**src/rtl/ocra_multi_dac_iface.sv**
```systemverilog
// Shared-frame SPI serialiser for N_CH gradient DACs: stages per-channel words,
// then on commit shifts every channel's shadow word out in one common SCLK/SYNCn frame.
module ocra_multi_dac_iface #(
  parameter int N_CH     = 4,
  parameter int WORD_W   = 24,
  parameter int LDAC_CYC = 2
) (
  input  logic            clk,
  input  logic            rst,
  input  logic [31:0]     data_i,
  input  logic            valid_i,
  input  logic [5:0]      spi_clk_div_i,
  output logic            oc_clk_o,
  output logic            oc_syncn_o,
  output logic            oc_ldacn_o,
  output logic [N_CH-1:0] oc_sdo_o,
  output logic            busy_o,
  output logic            err_o
);

  typedef enum logic [2:0] {
    ST_IDLE, ST_SYNC, ST_SHIFT, ST_END, ST_LDAC, ST_GAP
  } state_t;

  state_t            state_r, state_s;
  logic [15:0]       cnt_r, cnt_s;
  logic [4:0]        bit_r, bit_s, idx_s;
  logic              hi_r, hi_s;
  logic [5:0]        div_r, div_s;
  logic              ldac_r, ldac_s;
  logic              pend_r, pend_s;
  logic              pend_ldac_r, pend_ldac_s;
  logic              start_s;
  logic [WORD_W-1:0] stage_r [N_CH];
  logic [WORD_W-1:0] stage_s [N_CH];
  logic [WORD_W-1:0] shadow_r [N_CH];
  logic [WORD_W-1:0] shadow_s [N_CH];
  logic [N_CH-1:0]   dirty_r, dirty_m_s, dirty_s;
  logic              sclk_s, syncn_s, ldacn_s, busy_s, err_s;
  logic [N_CH-1:0]   sdo_s;

  logic [2:0] ch_s;
  logic       ch_ok_s, accept_s, commit_s, go_s;
  logic       unused_bits_s;

  assign ch_s          = data_i[27:25];
  assign ch_ok_s       = ({1'b0, ch_s} < 4'(N_CH));
  assign accept_s      = valid_i & ch_ok_s;
  assign commit_s      = accept_s & data_i[24];
  assign go_s          = pend_r | commit_s;
  assign unused_bits_s = ^data_i[31:29];

  function automatic logic bit_at(input logic [WORD_W-1:0] word, input logic [4:0] idx);
    logic [WORD_W-1:0] sh;
    sh = word >> idx;
    return sh[0];
  endfunction

  // Merge the incoming word into staging so a commit word's own data is included
  always_comb begin
    for (int c = 0; c < N_CH; c++) begin
      if (accept_s && (ch_s == 3'(c))) begin
        stage_s[c]   = data_i[WORD_W-1:0];
        dirty_m_s[c] = 1'b1;
      end else begin
        stage_s[c]   = stage_r[c];
        dirty_m_s[c] = dirty_r[c];
      end
    end
  end

  // Frame sequencing; each state lasts until cnt_r reaches zero
  always_comb begin
    state_s     = state_r;
    cnt_s       = (cnt_r != 16'd0) ? (cnt_r - 16'd1) : cnt_r;
    bit_s       = bit_r;
    hi_s        = hi_r;
    div_s       = div_r;
    ldac_s      = ldac_r;
    start_s     = 1'b0;
    pend_s      = pend_r | commit_s;
    pend_ldac_s = commit_s ? data_i[28] : pend_ldac_r;
    case (state_r)
      ST_IDLE: begin
        if (go_s) start_s = 1'b1;
        else      state_s = ST_IDLE;
      end
      ST_SYNC: begin
        if (cnt_r == 16'd0) begin
          state_s = ST_SHIFT;
          cnt_s   = {10'd0, div_r};
          hi_s    = 1'b0;
        end else begin
          state_s = ST_SYNC;
        end
      end
      ST_SHIFT: begin
        if (cnt_r != 16'd0) begin
          state_s = ST_SHIFT;
        end else if (!hi_r) begin
          hi_s  = 1'b1;
          cnt_s = {10'd0, div_r};
        end else if (bit_r == 5'd0) begin
          state_s = ST_END;
          cnt_s   = {10'd0, div_r};
        end else begin
          bit_s = bit_r - 5'd1;
          hi_s  = 1'b0;
          cnt_s = {10'd0, div_r};
        end
      end
      ST_END: begin
        if (cnt_r != 16'd0) begin
          state_s = ST_END;
        end else if (ldac_r) begin
          state_s = ST_LDAC;
          cnt_s   = 16'(LDAC_CYC - 1);
        end else begin
          state_s = ST_GAP;
          cnt_s   = {10'd0, div_r};
        end
      end
      ST_LDAC: begin
        if (cnt_r == 16'd0) begin
          state_s = ST_GAP;
          cnt_s   = {10'd0, div_r};
        end else begin
          state_s = ST_LDAC;
        end
      end
      ST_GAP: begin
        if (cnt_r != 16'd0) state_s = ST_GAP;
        else if (go_s)      start_s = 1'b1;
        else                state_s = ST_IDLE;
      end
      default: state_s = ST_IDLE;
    endcase
    if (start_s) begin
      state_s = ST_SYNC;
      cnt_s   = {10'd0, spi_clk_div_i};
      div_s   = spi_clk_div_i;
      bit_s   = 5'(WORD_W - 1);
      hi_s    = 1'b0;
      ldac_s  = commit_s ? data_i[28] : pend_ldac_r;
      pend_s  = 1'b0;
    end else begin
      pend_s  = pend_r | commit_s;
    end
    for (int c = 0; c < N_CH; c++) begin
      if (start_s) shadow_s[c] = dirty_m_s[c] ? stage_s[c] : shadow_r[c];
      else         shadow_s[c] = shadow_r[c];
    end
    dirty_s = start_s ? {N_CH{1'b0}} : dirty_m_s;
  end

  // Next-cycle pin values; sdo moves to the following bit while sclk is high
  always_comb begin
    sclk_s  = !((state_s == ST_SHIFT) && !hi_s);
    syncn_s = !((state_s == ST_SYNC) || (state_s == ST_SHIFT) || (state_s == ST_END));
    ldacn_s = (state_s != ST_LDAC);
    busy_s  = (state_s != ST_IDLE);
    err_s   = valid_i & ~ch_ok_s;
    idx_s   = ((state_s == ST_SHIFT) && hi_s) ? (bit_s - 5'd1) : bit_s;
    for (int c = 0; c < N_CH; c++) begin
      if ((state_s == ST_SYNC) || (state_s == ST_SHIFT)) sdo_s[c] = bit_at(shadow_s[c], idx_s);
      else                                              sdo_s[c] = 1'b0;
    end
  end

  // State, staging and registered pins
  always_ff @(posedge clk or posedge rst) begin
    if (rst) begin
      state_r     <= ST_IDLE;
      cnt_r       <= 16'd0;
      bit_r       <= 5'd0;
      hi_r        <= 1'b0;
      div_r       <= 6'd0;
      ldac_r      <= 1'b0;
      pend_r      <= 1'b0;
      pend_ldac_r <= 1'b0;
      dirty_r     <= {N_CH{1'b0}};
      for (int c = 0; c < N_CH; c++) begin
        stage_r[c]  <= {WORD_W{1'b0}};
        shadow_r[c] <= {WORD_W{1'b0}};
      end
      oc_clk_o    <= 1'b1;
      oc_syncn_o  <= 1'b1;
      oc_ldacn_o  <= 1'b1;
      oc_sdo_o    <= {N_CH{1'b0}};
      busy_o      <= 1'b0;
      err_o       <= 1'b0;
    end else begin
      state_r     <= state_s;
      cnt_r       <= cnt_s;
      bit_r       <= bit_s;
      hi_r        <= hi_s;
      div_r       <= div_s;
      ldac_r      <= ldac_s;
      pend_r      <= pend_s;
      pend_ldac_r <= pend_ldac_s;
      dirty_r     <= dirty_s;
      for (int c = 0; c < N_CH; c++) begin
        stage_r[c]  <= stage_s[c];
        shadow_r[c] <= shadow_s[c];
      end
      oc_clk_o    <= sclk_s;
      oc_syncn_o  <= syncn_s;
      oc_ldacn_o  <= ldacn_s;
      oc_sdo_o    <= sdo_s;
      busy_o      <= busy_s;
      err_o       <= err_s;
    end
  end

endmodule

```
**config.mk**
```make
export PLATFORM = sky130hd
export DESIGN_NAME = ocra_multi_dac_iface
export DESIGN_NICKNAME = d
export VERILOG_FILES = /design/src/rtl/ocra_multi_dac_iface.sv
export SDC_FILE = /design/constraint.sdc
export NUM_CORES = 1
export LEC_CHECK = 0
export ABC_AREA = 1
export BUFFER_PORTS_ARGS = -buffer_cell sky130_fd_sc_hd__buf_4
export CORE_AREA = 2 2 188 190
export CTS_CLUSTER_SIZE = 25
export DETAILED_ROUTE_END_ITERATION = 10
export DIE_AREA = 0 0 190 192
export GPL_TIMING_DRIVEN = 0
export PLACE_DENSITY_LB_ADDON = 0.08
export RECOVER_POWER = 50
export SLEW_MARGIN = 10
export SYNTH_ARGS = -nofsm -noshare
export SYNTH_HDL_FRONTEND = slang
export SYNTH_SLANG_ARGS = --single-unit
```
**constraint.sdc**
```tcl
create_clock -name clk -period 20.3 [get_ports clk]
set_clock_uncertainty 0.15 [all_clocks]
set_input_delay 2.03 -clock clk [delete_from_list [all_inputs] [get_ports clk]]
set_output_delay 2.03 -clock clk [all_outputs]
set_load 0.03 [all_outputs]
```
==> results.md, run 1 <==
- Max-slew headroom: -2.04
- Final Max Slew Viols: 175
- Final setup TNS: 0 ns
- Number of antenna diodes: 0
- DP Area: 0.0122 mm^2
- Die height: 192 um
- 1st-iter DRT viols: 439
- Slowest cell delay on critical path: 2.96 ns
- Clock transition at path regs: 0.06 ns
- Grt ovf: 0
- Vias in the first global route: 8582
- Arr. time, crit path: 7.78 ns
- H-tree level count: 1
- Final Hold Viols: 0
- Dominant combinational cell family by area after synthesis: simple AND/OR/NAND/NOR gates
- Layout cell share with drive strength beyond 1: 0.146
- Post-synthesis net count: 1391
- EDFF count, synth: 0
- CP cell instances: clkbuf_4, clkinvlp_2, clkbuf_1
- Adder-Cell Fraction of Synth Area: 0.00444
- Ports: 50
- Die area: 0.0365 mm^2
- Post-Synth Simple-Gate Area: 0.234
- Worst r2r dst: oc_sdo_o[0]
- DRC viols: 0
- Critical path type: primary input to async pin
- Post-CTS setup buffer count: 0
- MaxCap Viol Count: 2
- Routed via count: 8711
- Reg2reg path depth: 18
- CTS tree: done
- Finished Cell Area: 0.0131 mm^2
- Unrepaired setup endpoints after global routing: false
- Tmin final: 8.23 ns
- Clock sinks: 239
- Post-synthesis sequential area ratio: 0.531
- Avg Cell Area, Syn: 8.37 um^2
- Synth Cell Area: 0.0113 mm^2
- Drt wl/cell: 17.0 um
- Final core occ: 0.381
- Largest net degree at the start of global routing: 103
- Leakage power: 6.29 nW
- Startpoint types: primary input
- Clk root buf: clkbuf_16
- Critical Path End: stage_r[76]
- Fill cells: 3594
- Initial antenna violation count: 0
- DR pass1 iterations: 4
- Max clock buf depth: 3
- Hold bufs inserted after CTS: 0
- CP endpoint kind: async pin
- Compound-Gate Fraction of Synth Area: 0.106
- Failing checks: capacitance limit, slew limit
- Final #Nets: 1470
- Crit path max-delay cell type: clkbuf_1
- TritonCTS buffer count: 29
- Worst endpoint required time: 19.85 ns
- Gpl congestion: 0.822
- Total Routing Usage GR: 0.182
- Final antenna-violating net count: 0
- Library cells used by synthesis: 43
- Worst R2R Start: cnt_r[0]
- Chip width: 190 um
- Dpl hpwl: 22500 um
- Initial Utilization: 0.329
- Flop2flop setup slack: 16.29 ns
- Critical Path Start: rst
- Worst ir drop on vdd: 56.5 uV
- Critical path peak fanout: 102
- Final wirelength: 32200 um
- Synth async-reset ratio: 1.00
- Worst min-delay path class: flop to flop
- Worst skew pair latency: 0.54 ns
- Final setup violation count: 0
- Synth warn: 0
- #FFs+latches synth: 239
- Synth Area in XOR/XNOR: 0.0101
- Status: complete, but fails checks
- Slew @ Worst Pin: 4.54 ns
- Post-CTS Resized: 0
- Mux cell area share after synthesis: 0.000999
- Synth-to-layout area growth: 16.0%
- Global-route wire length before repair: 51000 um
- # rows: 68
- Tcrit/Tclk final: 0.405
- Power density cells: 84.8 mW/mm^2
- Most used DFF post-synth: dfrtp_1
- IO buf count: 46
- Cells after synthesis: 1346
- WHS: 0.327 ns
- FMAX: 121 MHz
- Core ar.: 0.0343 mm^2
- Vias per inst: 4.58
## how the worst min path moves through the flow
stage	startpoint	to	slack, ns	cells past startpoint
floorplan	div_r[2]	div_r[2]	0.29	2
global placement	shadow_r[93]	shadow_r[93]	0.30	2
detailed placement	shadow_r[83]	shadow_r[83]	0.31	2
CTS	shadow_r[83]	shadow_r[83]	0.33	2
global route	shadow_r[85]	shadow_r[85]	0.35	2
finish	shadow_r[86]	shadow_r[86]	0.33	2
## synthesized netlist by cell type (2+ instances only)
master	number	area, um^2
a21oi_1	8	40.0
buf_2	10	50.1
buf_4	3	22.5
buf_6	19	214
clkbuf_1	26	97.6
dfrtp_1	236	5910
dfstp_2	3	78.8
ha_1	4	50.1
inv_1	228	856
inv_2	5	18.8
nand2_1	296	1110
nand2_2	6	37.5
nand2_4	6	67.6
nand3_1	135	676
nand3_2	2	20.0
nand3_4	3	52.6
nand4_1	4	25.0
nor2_1	51	191
nor2_2	6	37.5
nor2_4	3	33.8
nor3_1	8	40.0
o21ai_0	178	891
o21ai_1	16	80.1
o21ai_2	10	87.6
o221ai_1	3	26.3
o22ai_1	2	12.5
or2_2	48	300
xnor2_1	4	35.0
xor2_1	9	78.8
## worst max-delay path: cells and delay by family
kind     cells  cell delay [ns]
buf+inv      3             5.59
## metrics by stage
stage,setup WS [ns],instances,total power (W)
after global placement,8.09,1847,0.000624
final,12.07,1900,0.00111
after detailed placement,14.72,1849,0.000628
after floorplan,11.57,1346,0.000598
after CTS,15.26,1900,0.00113
after global routing,10.59,1900,0.00116
## where the power goes
| group | switching (W) | total, W | internal (W) |
|---|---|---|---|
| combinational | 0.0000578 | 0.0000950 | 0.0000372 |
| clock | 0.000198 | 0.000492 | 0.000294 |
| sequential | 0.00000792 | 0.000522 | 0.000515 |
| total | 0.000264 | 0.00111 | 0.000846 |
## cell type report
cell class	count	area (um^2)	share of cell area
Clock inverter	3	17.5	0.00134
Inverter	235	885	0.0676
Clock buffer	48	887	0.0678
Sequential cell	239	5980	0.458
Multi-Input combinational cell	813	3990	0.305
Timing Repair Buffer	48	373	0.0285
Buffer	59	374	0.0286
Tap cell	455	569	0.0435
## routing by layer
layer | vias up | routed length [um] | track usage
li1 | 4372 | - | -
met1 | 4168 | 15800 | 0.264
met2 | 138 | 14500 | 0.289
met3 | 33 | 1420 | 0.0281
met4 | 0 | 436 | 0.0376
met5 | - | 0 | 0
## cells by family (layout without fill, tap and decap cells)
group / Yosys count / after routing
buffers and inverters: 294 / 393
xor gates and xnor gates: 13 / 13
and+or+nand+nor: 572 / 572
AOI/OAI and AO/OA: 223 / 223
adders and majority gates: 4 / 4
muxes: 1 / 1
DFF: 239 / 239
## cells in the final DEF, fill, tap and decap left out, types with 8 or more instances in the layout
cell and n:
nand2_1 297, dfrtp_1 236, inv_1 228, o21ai_0 178, nand3_1 137, nor2_1 51, or2_2 48, buf_4 46
clkbuf_1 40, clkbuf_16 29, buf_6 17, o21ai_1 16, o21ai_2 10, buf_2 10, xor2_1 9, clkbuf_8 9
nor3_1 8, a21oi_1 8
## registers in the layout, indices dropped and copies added (netlist names)
signal       cells
bit_r            5
oc_clk_o         1
stage_r         96
oc_sdo_o         4
err_o            1
dirty_r          4
div_r            6
hi_r             1
pend_ldac_r      1
state_r          3
shadow_r        96
oc_syncn_o       1
cnt_r           16
pend_r           1
oc_ldacn_o       1
busy_o           1
ldac_r           1
Note: power is estimated with default switching activity, not from simulation.
==> run 2: changes to the inputs <==
==> constraint.sdc (replaced) <==
create_clock -name clk -period 8 [get_ports clk]
set_clock_uncertainty 0.15 [all_clocks]
set_input_delay 0.8 -clock clk [delete_from_list [all_inputs] [get_ports clk]]
set_output_delay 0.8 -clock clk [all_outputs]
set_load 0.03 [all_outputs]
==> run 2 against run 1 <==
  * The run still ends with capacitance limit, slew limit left
  * Count of clock-buffer cells in the layout stayed put
  * Core utilization grew 0.16 points
  * Combinational power increased to 2.6 times the previous value
  * Non-clock buffer count stayed put
  * Design area rose by 0.43%
  * Critical path type is now flop to flop
  * Largest cell class unchanged
  * Highest routed layer unchanged
==> results.md, run 2 (synthesis results as in run 1) <==
- Dpl hpwl: 22500 um
- Final Hold Viols: 0
- Most frequent cells in the layout: nand2_1 (296), dfrtp_1 (236), inv_1 (227)
- Arr. time, crit path: 4.27 ns
- CP endpoint kind: flop
- Startpoint types: flop
- Fill cells: 3587
- Flop2flop setup slack: 4.01 ns
- Final antenna-violating net count: 0
- Gpl congestion: 0.822
- Chip width: 190 um
- Critical path type: flop to flop
- Met2 WL: 14500 um
- CTS tree: done
- Wl on met1: 15800 um
- Failing checks: capacitance limit, slew limit
- Worst r2r dst: oc_sdo_o[0]
- Power density cells: 214 mW/mm^2
- Clock transition at path regs: 0.06 ns
- Max clock buf depth: 3
- Hold Path End: div_r[1]
- IO buf count: 46
- FMAX: 251 MHz
- Vias per inst: 4.58
- Hold bufs inserted after CTS: 0
- Initial antenna violation count: 0
- Final setup violation count: 0
- DR pass1 iterations: 5
- Worst skew pair latency: 0.54 ns
- WHS: 0.323 ns
- Number of antenna diodes: 0
- Global-route wire length before repair: 51000 um
- Met3 WL: 1430 um
- H-tree level count: 1
- Max-slew headroom: -2.10
- Slew @ Worst Pin: 4.62 ns
- DRC viols: 0
- # rows: 68
- Top Metal Used: met4
- Worst R2R Start: cnt_r[0]
- Ports: 50
- Placed cell count: 1849
- Post-CTS Resized: 0
- HP Start: spi_clk_div_i[1]
- 1st-iter DRT viols: 385
- Worst endpoint required time: 8.28 ns
- Final wirelength: 32200 um
- Clock sinks: 239
- Cell Count, Final, Fillers Out: 1900
- Post-CTS setup buffer count: 0
- Hold path depth: 3
- Routed via count: 8693
- Die height: 192 um
- Leakage power: 6.32 nW
- Drt wl/cell: 16.9 um
- Grt ovf: 0
- DP Area: 0.0122 mm^2
- Tcrit/Tclk final: 0.498
- Clk root buf: clkbuf_16
- Unrepaired setup endpoints after global routing: false
- Final #Nets: 1470
- Status: complete, but fails checks
- Largest regs: shadow_r (96), stage_r (96), cnt_r (16)
- Finished Cell Area: 0.0131 mm^2
- TritonCTS buffer count: 29
- Die area: 0.0365 mm^2
- MaxCap Viol Count: 1
- Total Routing Usage GR: 0.182
- Largest net degree at the start of global routing: 103
- Critical path peak fanout: 10
- Reg2reg path depth: 20
- Tmin final: 3.99 ns
- Core ar.: 0.0343 mm^2
- Worst ir drop on vdd: 143 uV
- Synth-to-layout area growth: 16.5%
- Vias in the first global route: 8582
- Worst min-delay path class: primary input to flop
- Final core occ: 0.383
- Final Max Slew Viols: 102
- Overall Power: 0.00282 W
- Commonest non-fill, non-tap cell in the layout: nand2_1
- Initial Utilization: 0.329
- Layout cell share with drive strength beyond 1: 0.150
==> run 2: worst max-delay path by stage <==
stage                   to       start  cells past startpoint  slack (ns)
3_5_place_dp   oc_sdo_o[1]  data_i[27]                     14        3.65
2_1_floorplan     bit_r[0]         rst                      1        0.50
6_report       oc_sdo_o[0]    cnt_r[0]                     20        4.01
3_3_place_gp   stage_r[64]         rst                      2       -2.98
5_1_grt        stage_r[23]         rst                      2        3.24
4_1_cts        oc_sdo_o[1]  data_i[27]                     14        4.19
==> run 2: worst max-delay path: stages (launching register included) <==
cell and delay (ns):
dfrtp_1 0.38, inv_1 0.08, ha_1 0.17, nand2_1 0.13, nor2_1 0.48, nand2_4 0.17
inv_2 0.14, nand4_1 0.17, nand2_1 0.16, nand2_1 0.09, nor2_4 0.16, ha_1 0.17
inv_1 0.05, o21bai_1 0.12, nand2_1 0.18, inv_2 0.11, buf_2 0.29, nand3_1 0.19
nand3_1 0.14, nand3_1 0.10, nor2_1 0.25
==> run 2: power by group <==
part	switching, W	total [W]	internal, W
Clock	0.000502	0.00125	0.000746
Sequential	0.0000199	0.00133	0.00131
Combinational	0.000147	0.000243	0.0000957
==> run 2: cell type report <==
class / instances / area, um^2 / area share
tap: 455 / 569 / 0.0433
buffer: 59 / 389 / 0.0296
multi-input combinational: 813 / 4000 / 0.305
timing repair buffer: 48 / 397 / 0.0302
clock inverter: 3 / 17.5 / 0.00133
inverter: 235 / 885 / 0.0674
clock buffer: 48 / 887 / 0.0675
sequential: 239 / 5980 / 0.456
==> run 2: metrics by stage <==
step	setup slack [ns]	TNS, ns
floorplan	0.495	0
global placement	-2.98	-693.75
detailed placement	3.65	0
CTS	4.19	0
global route	3.24	0
finish	4.01	0
==> run 2: metal layers <==
metal | vias to the layer above | track usage
li1 | 4371 | -
met1 | 4146 | 0.264
met2 | 143 | 0.289
met3 | 33 | 0.0281
met4 | 0 | 0.0376
met5 | - | 0
